**config.mk**
```make
export PLATFORM = sky130hd
export DESIGN_NAME = floor_scroller
export DESIGN_NICKNAME = d
export VERILOG_FILES = /design/src/rtl/floor_scroller.sv
export SDC_FILE = /design/constraint.sdc
export NUM_CORES = 1
export LEC_CHECK = 0
export ABC_CLOCK_PERIOD_IN_PS = 6000
export CAP_MARGIN = 10
export CORE_UTILIZATION = 55
export CTS_CLUSTER_DIAMETER = 100
export DETAILED_ROUTE_END_ITERATION = 6
export GPL_ROUTABILITY_DRIVEN = 0
export PLACE_DENSITY_LB_ADDON = 0.1
export SLEW_MARGIN = 0
export SYNTH_ARGS = -nofsm -noshare
export SYNTH_HDL_FRONTEND = slang
export SYNTH_SLANG_ARGS = --single-unit
```
**constraint.sdc**
```tcl
create_clock -name clk -period 6 [get_ports clk]
set_clock_uncertainty 0.1 [all_clocks]
set_input_delay 0.6 -clock clk [delete_from_list [all_inputs] [get_ports clk]]
set_output_delay 0.6 -clock clk [all_outputs]
set_load 0.05 [all_outputs]
```
**src/rtl/floor_scroller.sv**
```systemverilog
// floor_scroller: three floors scroll upward once per frame edge; a floor leaving the top
// respawns at the bottom with an LFSR-chosen gap. Optional macro FLOOR_SPEEDUP_EN adds speed-up.
module floor_scroller #(
    parameter int unsigned SPACING   = 150,
    parameter int unsigned SPAN      = 450,
    parameter logic [9:0]  LFSR_SEED = 10'h2A5
) (
    input  logic        clk,
    input  logic        rst_n,
    input  logic        frame,
    input  logic        start,
    input  logic        pause,
    input  logic        stop,
    output logic [29:0] floorsYPos,
    output logic [29:0] gapsPos,
    output logic [29:0] gapsWidth,
    output logic [2:0]  speed,
    output logic [9:0]  floorsPassed
);

    typedef enum logic {IDLE, RUN} stateT;

    localparam logic [9:0] INIT_GAP   [3] = '{10'd200, 10'd300, 10'd150};
    localparam logic [9:0] INIT_WIDTH [3] = '{10'd40, 10'd35, 10'd60};

    function automatic logic [9:0] initY(input int unsigned idx);
        return 10'(100 + idx * SPACING);
    endfunction

    stateT       state;
    logic        frameD;
    logic        frameEdge;
    logic [9:0]  yPos     [3];
    logic [9:0]  gapPos   [3];
    logic [9:0]  gapWidth [3];
    logic [9:0]  nextY    [3];
    logic [2:0]  wrap;
    logic [1:0]  nWraps;
    logic [9:0]  lfsr;
    logic [9:0]  step;
    logic [10:0] passSum;
    logic [9:0]  passNext;
    logic [2:0]  speedReg;

`ifdef FLOOR_SPEEDUP_EN
    logic [3:0] wrapCnt;
    logic [4:0] wrapSum;
    assign wrapSum = {1'b0, wrapCnt} + {3'd0, nWraps};
`else
    assign speedReg = 3'd1;
`endif

    assign frameEdge  = frame & ~frameD;
    assign speed      = speedReg;
    assign floorsYPos = {yPos[0], yPos[1], yPos[2]};
    assign gapsPos    = {gapPos[0], gapPos[1], gapPos[2]};
    assign gapsWidth  = {gapWidth[0], gapWidth[1], gapWidth[2]};

    always_comb begin
        step   = {7'd0, speedReg};
        nWraps = '0;
        for (int unsigned i = 0; i < 3; i++) begin
            wrap[i]  = yPos[i] < step;
            nextY[i] = wrap[i] ? yPos[i] + 10'(SPAN) - step : yPos[i] - step;
            nWraps   = nWraps + {1'b0, wrap[i]};
        end
        passSum  = {1'b0, floorsPassed} + {9'd0, nWraps};
        passNext = (passSum > 11'd999) ? 10'd999 : passSum[9:0];
    end

    always_ff @(posedge clk or negedge rst_n) begin
        if (!rst_n) begin
            state        <= IDLE;
            frameD       <= 1'b0;
            lfsr         <= LFSR_SEED;
            floorsPassed <= '0;
            for (int unsigned i = 0; i < 3; i++) begin
                yPos[i]     <= initY(i);
                gapPos[i]   <= INIT_GAP[i];
                gapWidth[i] <= INIT_WIDTH[i];
            end
`ifdef FLOOR_SPEEDUP_EN
            speedReg <= 3'd1;
            wrapCnt  <= '0;
`endif
        end else begin
            frameD <= frame;
            if (stop) begin
                // LFSR deliberately keeps running so the next game differs
                state        <= IDLE;
                floorsPassed <= '0;
                for (int unsigned i = 0; i < 3; i++) begin
                    yPos[i]     <= initY(i);
                    gapPos[i]   <= INIT_GAP[i];
                    gapWidth[i] <= INIT_WIDTH[i];
                end
`ifdef FLOOR_SPEEDUP_EN
                speedReg <= 3'd1;
                wrapCnt  <= '0;
`endif
            end else begin
                case (state)
                    IDLE: if (start) state <= RUN;
                    RUN: if (frameEdge && !pause) begin
                        floorsPassed <= passNext;
                        for (int unsigned i = 0; i < 3; i++) begin
                            yPos[i] <= nextY[i];
                            if (wrap[i]) begin
                                gapPos[i]   <= 10'd40 + {1'b0, lfsr[8:0]};
                                gapWidth[i] <= 10'd30 + {5'd0, lfsr[4:0]};
                            end
                        end
                        // Advance only on updates that consumed a value, so the first wrap sees the seed
                        if (|wrap) lfsr <= {lfsr[8:0], lfsr[9] ^ lfsr[6]};
`ifdef FLOOR_SPEEDUP_EN
                        wrapCnt <= wrapSum[3:0];
                        if (wrapSum[4] && speedReg != 3'd4) speedReg <= speedReg + 3'd1;
`endif
                    end
                endcase
            end
        end
    end

endmodule

```
==> flow_summary.json <==
{
  "status": "finished clean",
  "min_path_type": "reg -> reg",
  "p_int_mw": 0.851,
  "grt_pass1_vias": 3894,
  "cts_setup_buffers": 0,
  "syn_inst": 519,
  "hold_start": "lfsr[2]",
  "synth-seq-area-share": 0.486,
  "power_density_nw_per_um2": 190,
  "num_vias": 3985,
  "sw_frac_of_total": 0.274,
  "post_cts_resized": 0,
  "startpoint_type": "flop",
  "power_frac_comb": 0.070,
  "htree_levels": 3,
  "yosysWarnings": 0,
  "wl_per_cell_um": 16.7,
  "synth_cell_types": 62,
  "period_share": 0.682,
  "final.setup.tns_ns": 0,
  "grt_start_max_net_pins": 81,
  "hold_viol": 0,
  "peakVddDrop_uv": 118,
  "die_h_um": 98.7,
  "p_sw_mw": 0.321,
  "diodes": 0,
  "clockBufferDepth": 2,
  "worstPathCellList": "inv_1 -> ha_1 -> nor3b_2 -> nand3_2 -> inv_1 -> fa_1 -> ha_1 -> fa_1 -> o31a_1 -> o32ai_1 -> nand4b_1 -> a311oi_1",
  "rr_startpoint": "floorsYPos[20]",
  "tightest_slew_ns": 1.07,
  "grt_pass1_wl_um": 19700,
  "pwr-share-seq": 0.572,
  "whs_path_depth": 2,
  "crit_required_ns": 6.17,
  "die-width_um": 98.7,
  "holdPathEnd": "lfsr[2]",
  "drc_errors": 0,
  "power.leakage_nw": 2.49,
  "cpPeakStageDelay_ns": 0.54,
  "antenna_found_initial": 0,
  "rsz0062_at_grt": "no",
  "rr_worst_depth": 12,
  "synth_ff_type": "dfrtp_1",
  "fmax_mhz": 244,
  "layout_common_cells": "clkdlybuf4s50_1, nor2_1, dfrtp_1",
  "path_clk_slew_ns": 0.10,
  "final_nets": 610,
  "num_rows": 34,
  "relSlewSlack": 0.282,
  "ys_ff_latch": 98,
  "synth.avg_cell_area_um2": 9.91,
  "die-area_um2": 9740,
  "initial_core_util": 0.578,
  "cts_root_buffer": "clkbuf_8",
  "cts_inserted_buffers": 9,
  "arrival_ns": 4.26,
  "setup_ws_ns": 1.91,
  "design.core.area_um2": 8890,
  "final_common_cell": "clkdlybuf4s50_1",
  "tritoncts": "built",
  "postSynth.asyncResetShare": 1.00,
  "setup_viol": 0,
  "cp_max_fo": 11,
  "port_buffers": 93,
  "clk_latency_ns": 0.38,
  "area_delta_synth_final_pct": 20.2,
  "clockPowerShare": 0.358,
  "drv_slew": 0,
  "first_pass_iters": 4,
  "grt_overflow": 0,
  "dp_hpwl_um": 8020,
  "crit_path_end_kind": "flop",
  "finalCriticalPeriod_ns": 4.09,
  "first_iter_violations": 210,
  "worstSetupPathType": "reg -> reg",
  "synth_area_um2": 5140,
  "drive_gt1_frac": 0.138,
  "r2r_setup_slack_ns": 1.91,
  "place_ws_ns": 1.97,
  "routed_wl_um": 11700,
  "ios": 109,
  "ant_nets": 0,
  "crit_slowest_cell": "fa_1",
  "total_power_mw": 1.17,
  "vias_per_cell": 5.67,
  "cap_violations": 0,
  "rr_endpoint": "floorsPassed[2]",
  "track_usage": 0.257,
  "cts_sinks": 98,
  "synth_edf_count": 0
}
-- power by group through the flow --
stage	clock network, mW	logic [mW]	registers (mW)
after floorplan	0	0.0526	0.692
after global placement	0	0.0816	0.682
after detailed placement	0	0.0826	0.682
after CTS	0.430	0.0833	0.671
after global routing	0.457	0.0899	0.671
final	0.419	0.0822	0.671
-- cells by family (layout without fill, tap and decap cells) --
family / Yosys count / count (layout) / share of synthesized area
AO/OA/AOI/OAI: 94 / 94 / 0.127
flip-flops: 98 / 98 / 0.486
buffers and inverters: 66 / 129 / 0.0664
XOR/XNOR: 30 / 30 / 0.0511
AND/OR/NAND/NOR: 203 / 203 / 0.203
other: 2 / 15 / 0.00146
adder cells (fa/ha/maj): 14 / 14 / 0.0370
multiplexers: 12 / 12 / 0.0282
-- worst max-delay path by stage --
stage                   startpoint         endpoint  slack, ns  depth (start not counted)
finish              floorsYPos[20]  floorsPassed[2]       1.91                         12
global route        floorsYPos[20]  floorsPassed[1]       1.60                         12
CTS                 floorsYPos[20]  floorsPassed[1]       1.94                         12
detailed placement  floorsYPos[20]  floorsPassed[1]       1.97                         12
global placement    floorsYPos[20]  floorsPassed[3]       2.22                         12
floorplan           floorsYPos[20]  floorsPassed[3]       2.11                         13
-- cells in the mapped netlist, drive strengths merged (11+ instances only) --
| library cell | instances | area share |
|---|---|---|
| nor2 | 78 | 0.058 |
| dfrtp | 61 | 0.30 |
| nand2 | 50 | 0.036 |
| dfstp | 37 | 0.19 |
| a21oi | 28 | 0.027 |
| buf | 27 | 0.038 |
| clkbuf | 22 | 0.016 |
| a211o | 19 | 0.032 |
| xnor2 | 17 | 0.029 |
| inv | 16 | 0.012 |
| nor3 | 16 | 0.022 |
| o21ai | 14 | 0.014 |
| xor2 | 13 | 0.022 |
| ha | 12 | 0.029 |
| nand2b | 12 | 0.015 |
| nand3 | 11 | 0.014 |
-- final cells by class --
class / instances / area, um2
multi-input cells: 368 / 2350
inverters: 17 / 63.8
repair buffers: 96 / 948
well taps: 108 / 135
clock buffers: 10 / 138
fillers: 695 / 2710
flip-flops and latches: 98 / 2500
clock inverters: 6 / 47.5
-- worst max-delay path, delay by kind of cell, from the launching register on --
kind	cells	cell delay (ns)
fa+ha+maj	4	1.45
simple gates	3	0.78
flops	1	0.43
compound gates	3	0.99
buf+inv	2	0.23
-- layer usage --
layer,GRT usage,vias to the layer above,wire length [um]
met2,0.414,121,5690
met4,0.0712,0,145
met3,0.0624,14,657
met1,0.350,1964,5240
met5,0,-,0
li1,-,1886,-
-- metrics by stage --
step                      cells  utilization  cell area, um2  hold slack (ns)
after floorplan             532            -            5190            0.204
after global placement      686        0.673            5990            0.376
after detailed placement    686        0.673            5990            0.375
after CTS                   703        0.695            6180            0.391
after global routing        703        0.695            6180            0.404
final                       703        0.695            6180            0.390
-- flip-flops by register name, indices dropped and copies added, names as in the netlist --
name,count
gapsPos,30
state,1
floorsYPos,30
frameD,1
floorsPassed,10
gapsWidth,16
lfsr,10
-- what timing repair did --
action	CTS	global route
hold endpoints to repair	8	0
hold buffers	1	0
setup endpoints to repair	0	0
Power figures use the tool's default switching activity.
